<file path="src/rtl/imem_loader_pkg.sv">
// Shared types and constants for the instruction memory loader.
// Holds the FSM state encoding, default geometry and the word type.
package imem_loader_pkg;

    localparam int TAM_ENTRADA    = 1024;
    localparam int TAM_SALIDA     = 32;
    localparam int HDR_BYTES      = 2;
    localparam int BYTES_PER_WORD = TAM_SALIDA / 8;

    typedef logic [TAM_SALIDA-1:0] word_t;

    typedef enum logic [2:0] {
        IDLE,
        HDR_LO,
        HDR_HI,
        CHECK,
        DATA,
        WRITE,
        DONE,
        ERROR
    } state_t;

endpackage

</file>
<file path="src/rtl/imem_loader_if.sv">
// Byte-stream input and memory write port of the loader.
// master: loader side (takes bytes, drives we/waddr/wdata); slave: environment.
interface imem_loader_if #(
    parameter int AW = 10,
    parameter int DW = 32
);
    logic          byte_valid;
    logic [7:0]    byte_data;
    logic          byte_ready;
    logic          we;
    logic [AW-1:0] waddr;
    logic [DW-1:0] wdata;

    modport master (
        input  byte_valid, byte_data,
        output byte_ready, we, waddr, wdata
    );

    modport slave (
        output byte_valid, byte_data,
        input  byte_ready, we, waddr, wdata
    );
endinterface

</file>
<file path="src/rtl/imem_loader_word_assembler.sv">
// Packs little-endian bytes into a memory word, lane by lane.
// Ports: clk/rst, clear, shift_en, byte_in -> word, last_byte.
module imem_loader_word_assembler
    import imem_loader_pkg::*;
#(
    parameter int tam_salida = TAM_SALIDA
) (
    input  logic                  clk,
    input  logic                  rst,
    input  logic                  clear,
    input  logic                  shift_en,
    input  logic [7:0]            byte_in,
    output logic [tam_salida-1:0] word,
    output logic                  last_byte
);

    localparam int BPW = tam_salida / 8;
    localparam int IW  = (BPW > 1) ? $clog2(BPW) : 1;

    logic [IW-1:0]         idx_q, idx_d;
    logic [tam_salida-1:0] word_q, word_d;

    always_ff @(posedge clk or posedge rst) begin
        if (rst) begin
            idx_q  <= '0;
            word_q <= '0;
        end else begin
            idx_q  <= idx_d;
            word_q <= word_d;
        end
    end

    always_comb begin
        idx_d  = idx_q;
        word_d = word_q;
        if (clear) begin
            idx_d  = '0;
            word_d = '0;
        end else if (shift_en) begin
            for (int i = 0; i < BPW; i++) begin
                if (idx_q == IW'(i)) word_d[i*8 +: 8] = byte_in;
            end
            idx_d = idx_q + IW'(1);
        end
    end

    assign word      = word_q;
    assign last_byte = (idx_q == IW'(BPW - 1));

endmodule

</file>
<file path="src/rtl/imem_loader.sv">
// Loads a counted LE program image into instruction memory, holding the core.
// Ports: CLK, RST, start, bus (bytes in / mem write out), busy, done, error, cpu_hold.
module imem_loader
    import imem_loader_pkg::*;
#(
    parameter int tam_entrada = TAM_ENTRADA,
    parameter int tam_salida  = TAM_SALIDA
) (
    input  logic          CLK,
    input  logic          RST,
    input  logic          start,
    imem_loader_if.master bus,
    output logic          busy,
    output logic          done,
    output logic          error,
    output logic          cpu_hold
);

    localparam int AW = $clog2(tam_entrada);
    localparam int CW = AW + 1;

    state_t                state_q, state_d;
    logic [15:0]           count_q, count_d;
    logic [CW-1:0]         word_cnt_q, word_cnt_d;
    logic [AW-1:0]         waddr_q, waddr_d;
    logic [tam_salida-1:0] wdata_q, wdata_d;

    logic                  accept;
    logic                  asm_clear;
    logic                  asm_shift;
    logic                  asm_last;
    logic [tam_salida-1:0] asm_word;
    logic                  last_word;
    logic                  too_big;

    assign accept    = bus.byte_valid & bus.byte_ready;
    assign last_word = (17'(word_cnt_q) + 17'd1) == {1'b0, count_q};
    assign too_big   = {1'b0, count_q} > 17'(tam_entrada);

    imem_loader_word_assembler #(
        .tam_salida(tam_salida)
    ) u_asm (
        .clk      (CLK),
        .rst      (RST),
        .clear    (asm_clear),
        .shift_en (asm_shift),
        .byte_in  (bus.byte_data),
        .word     (asm_word),
        .last_byte(asm_last)
    );

    always_ff @(posedge CLK or posedge RST) begin
        if (RST) begin
            state_q    <= IDLE;
            count_q    <= '0;
            word_cnt_q <= '0;
            waddr_q    <= '0;
            wdata_q    <= '0;
        end else begin
            state_q    <= state_d;
            count_q    <= count_d;
            word_cnt_q <= word_cnt_d;
            waddr_q    <= waddr_d;
            wdata_q    <= wdata_d;
        end
    end

    always_comb begin
        state_d    = state_q;
        count_d    = count_q;
        word_cnt_d = word_cnt_q;
        waddr_d    = waddr_q;
        wdata_d    = wdata_q;
        asm_clear  = 1'b0;
        asm_shift  = 1'b0;
        unique case (state_q)
            IDLE, DONE, ERROR: begin
                if (start) begin
                    state_d    = HDR_LO;
                    count_d    = '0;
                    word_cnt_d = '0;
                    asm_clear  = 1'b1;
                end
            end
            HDR_LO: begin
                if (accept) begin
                    count_d[7:0] = bus.byte_data;
                    state_d      = HDR_HI;
                end
            end
            HDR_HI: begin
                if (accept) begin
                    count_d[15:8] = bus.byte_data;
                    state_d       = CHECK;
                end
            end
            CHECK: begin
                if (count_q == '0)  state_d = DONE;
                else if (too_big)   state_d = ERROR;
                else                state_d = DATA;
            end
            DATA: begin
                if (accept) begin
                    asm_shift = 1'b1;
                    if (asm_last) state_d = WRITE;
                end
            end
            WRITE: begin
                // Capture the strobe values so the port holds them afterwards
                waddr_d = word_cnt_q[AW-1:0];
                wdata_d = asm_word;
                if (last_word) begin
                    state_d = DONE;
                end else begin
                    word_cnt_d = word_cnt_q + CW'(1);
                    asm_clear  = 1'b1;
                    state_d    = DATA;
                end
            end
            default: state_d = IDLE;
        endcase
    end

    always_comb begin
        bus.byte_ready = 1'b0;
        bus.we         = 1'b0;
        bus.waddr      = waddr_q;
        bus.wdata      = wdata_q;
        busy           = 1'b0;
        done           = 1'b0;
        error          = 1'b0;
        cpu_hold       = 1'b1;
        unique case (state_q)
            HDR_LO, HDR_HI, DATA: begin
                bus.byte_ready = 1'b1;
                busy           = 1'b1;
            end
            CHECK: busy = 1'b1;
            WRITE: begin
                busy      = 1'b1;
                bus.we    = 1'b1;
                bus.waddr = word_cnt_q[AW-1:0];
                bus.wdata = asm_word;
            end
            DONE: begin
                done     = 1'b1;
                cpu_hold = 1'b0;
            end
            ERROR: error = 1'b1;
            default: ;
        endcase
    end

endmodule

</file>
<file path="src/flat_wrapper.sv">
// flat-port wrapper written by rule: the top's interface ports become plain ports
module imem_loader_flat import imem_loader_pkg::*;
#(
    parameter int tam_entrada = TAM_ENTRADA,
    parameter int tam_salida  = TAM_SALIDA
)
  (CLK, RST, start, busy, done, error, cpu_hold, bus_byte_valid, bus_byte_data, bus_byte_ready, bus_we, bus_waddr, bus_wdata);
  imem_loader_if #(.AW(10), .DW(32)) bus_i ();
  input  logic CLK;
  input  logic RST;
  input  logic start;
  output logic busy;
  output logic done;
  output logic error;
  output logic cpu_hold;
  input wire logic [$bits(bus_i.byte_valid)-1:0] bus_byte_valid;
  input wire logic [$bits(bus_i.byte_data)-1:0] bus_byte_data;
  output wire logic [$bits(bus_i.byte_ready)-1:0] bus_byte_ready;
  output wire logic [$bits(bus_i.we)-1:0] bus_we;
  output wire logic [$bits(bus_i.waddr)-1:0] bus_waddr;
  output wire logic [$bits(bus_i.wdata)-1:0] bus_wdata;
  assign bus_i.byte_valid = bus_byte_valid;
  assign bus_i.byte_data = bus_byte_data;
  assign bus_byte_ready = bus_i.byte_ready;
  assign bus_we = bus_i.we;
  assign bus_waddr = bus_i.waddr;
  assign bus_wdata = bus_i.wdata;
  imem_loader #(.tam_entrada(tam_entrada), .tam_salida(tam_salida)) u_core (.CLK(CLK), .RST(RST), .start(start), .bus(bus_i), .busy(busy), .done(done), .error(error), .cpu_hold(cpu_hold));
endmodule
</file>
<file path="config.mk">
export PLATFORM = sky130hd
export DESIGN_NAME = imem_loader_flat
export DESIGN_NICKNAME = d
export VERILOG_FILES = /design/src/rtl/imem_loader_pkg.sv /design/src/rtl/imem_loader_if.sv /design/src/rtl/imem_loader_word_assembler.sv /design/src/rtl/imem_loader.sv /design/src/flat_wrapper.sv
export SDC_FILE = /design/constraint.sdc
export NUM_CORES = 1
export LEC_CHECK = 0
export CAP_MARGIN = 30
export CORE_MARGIN = 8
export CORE_UTILIZATION = 56
export DETAILED_ROUTE_END_ITERATION = 8
export GPL_TIMING_DRIVEN = 0
export PLACE_DENSITY_LB_ADDON = 0.1
export SLEW_MARGIN = 20
export SYNTH_ARGS = -nofsm -noshare
export SYNTH_HDL_FRONTEND = slang
export SYNTH_SLANG_ARGS = --single-unit
</file>
<file path="constraint.sdc">
create_clock -name CLK -period 3.7 [get_ports CLK]
set_input_delay 0.37 -clock CLK [delete_from_list [all_inputs] [get_ports CLK]]
set_output_delay 0.37 -clock CLK [all_outputs]
set_load 0.02 [all_outputs]
</file>
After elaboration in Yosys (flattened, before gate mapping):

Cells that the tools add are included.

* register bits after elaboration: 106
* bits of input ports: 12
* output and inout bits: 48
* word-level logic and storage cells: 92

* $add $sub $neg: 3
* order comparisons: 1
* equal/unequal tests: 17
* muxes and demuxes: 37
* bitwise logic cells: 1
* reduce and logical (&&, ||, !) cells: 22

Operator list (number)
* 32-bit two-way mux: 3
* 8-bit two-way mux: 5
* 8-bit case mux with 2 select lines: 2
* 11-bit two-way mux: 2
* 11-bit case mux with 2 select lines: 1
* 3-bit two-way mux: 6
* 3-bit case mux with 6 select lines: 1
* 17-bit by 16-bit == test with 1-bit output: 1
* 16-bit by 11-bit > comparator with 1-bit output, second input constant: 1
* 16-bit logical NOT: 1
* 16-bit two-way mux: 1
* 2-bit nonzero test: 8
* 11-bit by 1-bit adder with 12-bit output, second input constant: 1
* 3-bit == test, second input constant: 4
* 11-bit by 1-bit adder with 11-bit output, second input constant: 1
* 1-bit two-way mux: 10
* 10-bit two-way mux: 1
* 3-bit AND reduction: 3
* 2-bit two-way mux: 4
* 2-bit by 1-bit inequality test with 1-bit output, second input constant: 4
* 2-bit AND reduction: 4
* 3-bit by 2-bit == test with 1-bit output, second input constant: 2
* 3-bit OR reduction: 2
* 5-bit AND reduction: 1
* other kinds (10): 12

Depth between registers and ports, before layout:

* word-level depth: 8
* gate-level depth with buffers: 9
* mapped depth without buffers: 8

By module:

From an unflattened synthesis, not the netlist that was laid out.

* cell total of the unflattened synthesis: 565
* area total of the unflattened synthesis: 5292.6 sq um

Modules (own cells, without submodules)
* imem_loader: instances 1, cells an instance 436, area each 3706.1 sq um, sequential area each 1801.7 sq um
* imem_loader_word_assembler: instances 1, cells an instance 129, area each 1586.5 sq um, sequential area each 850.8 sq um

Worst setup path after synthesis:

Ideal clock, no wire load.

* path kind: flip-flop to flip-flop
* start: register u_core.word_cnt_q[0]
* end: register u_core.word_cnt_q[2]
* setup time: 126 ps
* arrival time: 2593 ps
* required time: 3574 ps
* slack: 981 ps
* stages on the path, launching flop included: 9
* path buffers: 1
* clock period less this slack: 2719 ps
* path through: dfrtp_1 > ha_1 > and3_2 > nand2_4 > or4_4 > a2111oi_4 > nor2_2 > buf_6 > a221o_1

* longest elaborated chain between the ends: 4
* elaborated cells on any way between the ends: 7
* those cells by class: add/sub (2); eq/ne (2); mux (2); reduce/logical (1)

RTL lines
* start, declared: RTL line imem_loader.sv:24 `logic [CW-1:0] word_cnt_q, word_cnt_d;`
* start signal, assigned: RTL line imem_loader.sv:62 `word_cnt_q <= word_cnt_d;`
* 11-bit by 1-bit adder with 12-bit output: RTL line imem_loader.sv:37 `assign last_word = (17'(word_cnt_q) + 17'd1) == {1'b0, count_q};`
* 17-bit by 16-bit == test with 1-bit output: RTL line imem_loader.sv:37
* 2-bit inequality test (no line)
* 3-bit AND reduction (no line)

Parallel ways exist; a longest one is shown, timed or not. The select of a mux whose other input is x is not followed.
A chain may end at the register's enable or synchronous reset.

Worst setup path after layout:

* start: register u_core.state_q[0]
* end: output bus_wdata[25]

* longest elaborated chain between the ends: 2

RTL lines
* start, declared: RTL line imem_loader.sv:22 `state_t state_q, state_d;`
* start signal, assigned: RTL line imem_loader.sv:60 `state_q <= state_d;`
* 3-bit == test: RTL line imem_loader.sv:133 `unique case (state_q)`
* 32-bit two-way mux
* end, declared: RTL line flat_wrapper.sv:21 `output wire logic [$bits(bus_i.wdata)-1:0] bus_wdata;`

No other way between the ends.

==> results by group <==
Die
  • Die Area: 12100 um^2
  • Core Rows: 34
  • Initial Util: 0.573
  • Core ar.: 8680 um^2
  • Chip height: 110 um
  • I/O Pins: 60
  • Die X: 110 um

Synth
  • Primary FF master, synth: dfrtp_1
  • Synth area leaders: dfrtp_1 53%, nand2_1 14%, nand3_1 6.2%
  • Post-Syn Instances: around 570
  • Top-count cell post-synth: nand2_1
  • Seq/Total Area, Yosys: 0.534
  • Synth unique cells: 54
  • Netlist Area Pre-Place: 4970 um^2
  • Post-synth net total: 583
  • Syn avg cell area: roughly 8.8 um^2
  • Yosys warns: 0
  • Asr flop ratio synth: 1.00
  • Top cells by count, synth: 185 x nand2_1, 106 x dfrtp_1, 62 x nand3_1
  • Seq cells post-synth: 106
  • Post-synth EDFFs: 0
  • Synth area leader: dfrtp_1
  • Share of the synthesized area in the top cell type: 0.534

STA
  • Post-route setup TNS: 0 ns
  • RSZ-0062 raised after global routing: false
  • Hold WS: approximately 0.34 ns
  • Final Setup Violations: 0
  • Worst-margin pin slew: 0.811 ns
  • Relative slew slack: 0.455
  • Tmin final: 3.48 ns
  • Max-slew violation count: 0
  • Final worst-path cycle share: 0.940
  • Fmax: between 200 and 300 MHz
  • Crit path setup slack, layout: 0.223 ns
  • Final Hold Viols: 0
  • Clk_skew: 0.0118 ns

Drt
  • TritonRoute pass-1 iters: 5
  • Via density: 5.58
  • Number of remaining DRC errors: 0
  • Via Count: 4188
  • DRT antenna net count: 0
  • Final wirelength: 12000 um
  • DR iter-0 viols: 276
  • WL per Instance: 16.1 um

Global routing
  • Largest net degree at the start of global routing: 77
  • All-Layer GR Usage: 0.210
  • Vias in the first global route: 4049
  • First-pass GRT wire length: roughly 20000 um
  • GRT Residual Overflow: 0
  • Initial antenna violation count: 0

Layout
  • Final Cell Area: 5950 um^2
  • Util after Layout: 0.686
  • Area Overhead vs Synth: 19.7%
  • Cell Count, Final, Fillers Out: 750
  • Antenna Cells: 0
  • Fillers: just over 700
  • Total Nets Final: 654
  • Share of cells above drive strength 1: 0.0748

Run status
  • Status: finished clean

Setup path
  • Setup Crit Path Kind: reg -> out
  • Kind of end point of the critical path: output port
  • Worst Path Max Fanout: 10
  • Crit start category: flip-flop
  • Crit path required time: about 3.3 ns
  • Worst Path Arrival: 3.11 ns
  • Critical R2R Launch: u_core.word_cnt_q[0]
  • CP startpoint: u_core.state_q[0]

Clock tree
  • CTS H-tree lvls: 3
  • Clk buf depth: 2
  • CTS tree: built
  • Clk sinks: about 110
  • Clock Tree Root: clkbuf_8
  • Worst-path clk slew: 0.10 ns
  • Clock latency on the worst-skew pair: approximately 0.37 ns
  • Num CTS Buffers: 9

Placement
  • Post-detail-place hpwl: 8440 um
  • Final GP Congestion: 0.867
  • Setup WS pre-CTS: 0.401 ns
  • Placed inst area: 5730 um^2
  • IO buf count: 59
  • Cell count after placement: 734

Worst hold path
  • Worst hold path type: in -> async

Power
  • Peak supply drop: 0.314 mV
  • Power Dens Cells: 717 nW/um^2
  • Total power: 4.27 mW
  • Pleak: 2.78 nW

Flow run
  • Max Cap Viol: 0
## report_power, final
group,internal [mW],switching [mW],leakage [nW]
sequential,1.39,0.151,1.46
combinational,0.705,1.25,1.22
clock,0.332,0.431,0.107
total,2.43,1.84,2.78
## cell type report
type | instances | area (um^2) | share of cell area
Clock inverter | 7 | 93.8 | 0.0158
Tap cell | 108 | 135 | 0.0227
Clock buffer | 9 | 124 | 0.0208
Timing Repair Buffer | 61 | 623 | 0.105
Inverter | 18 | 76.3 | 0.0128
Sequential cell | 106 | 2650 | 0.446
Buffer | 37 | 161 | 0.0271
Multi-Input combinational cell | 404 | 2080 | 0.350
## cells by family after synthesis
logic type,Yosys count,share of synthesized area
buffers and inverters,56,0.0468
adder cells (fa/ha/maj),5,0.0126
multiplexers,5,0.0106
AO/OA/AOI/OAI,78,0.102
flip-flops,106,0.534
AND/OR/NAND/NOR,297,0.261
XOR/XNOR,19,0.0335
## routing by layer
| layer | vias to the layer above | global-route usage | routed length, um |
|---|---|---|---|
| met3 | 19 | 0.0512 | 947 |
| met5 | - | 0 | 0 |
| met4 | 0 | 0.0828 | 251 |
| met2 | 139 | 0.323 | 5520 |
| met1 | 2005 | 0.282 | 5330 |
| li1 | 2025 | - | - |
## registers in the layout (all words and copies together), names as in the netlist
| register | cells |
|---|---|
| u_core.u_asm.word | 32 |
| u_core.state_q | 3 |
| u_core.waddr_q | 10 |
| u_core.count_q | 16 |
| u_core.word_cnt_q | 11 |
| u_core.u_asm.idx_q | 2 |
| u_core.wdata_q | 32 |
## what timing repair did
action                     4_1_cts  5_1_grt
setup endpoints to repair       12        4
pin swaps                        0        0
setup buffers                    0        0
gates resized for setup          0        1
hold buffers                     0        0
## placed cells by master, fill, tap and decap left out, types with 6 or more instances in the layout
| cell | count |
|---|---|
| inv_1 | 16 |
| buf_2 | 6 |
| nand2_1 | 185 |
| nand3_1 | 62 |
| buf_1 | 7 |
| xnor2_1 | 15 |
| nor2_1 | 16 |
| a221o_1 | 6 |
| dfrtp_1 | 106 |
| a21oi_1 | 39 |
| o21ai_0 | 14 |
| clkbuf_8 | 9 |
| clkbuf_1 | 21 |
| clkdlybuf4s50_1 | 59 |
## path summary, 6_finish.rpt
| path | slack [ns] | end | cells after the start |
|---|---|---|---|
| setup reg to reg | 0.57 | u_core.word_cnt_q[2] | 8 |
| setup / recovery | 0.22 | bus_wdata[25] | 8 |
| max in group asynchronous | 2.71 | u_core.wdata_q[25] | 3 |
| hold / removal | 0.34 | u_core.wdata_q[2] | 2 |
| hold reg to reg | 0.47 | u_core.count_q[14] | 2 |
| min in group CLK | 0.47 | u_core.count_q[14] | 2 |
## critical path: stages (launching register included)
cell	delay [ns]
dfrtp_1	0.38
clkbuf_1	0.19
nor2b_1	0.20
nand2_1	0.19
clkbuf_1	0.53
clkbuf_1	0.43
nand2_1	0.10
nand2_1	0.11
clkdlybuf4s50_1	0.62
(Power assumes the default switching activity.)
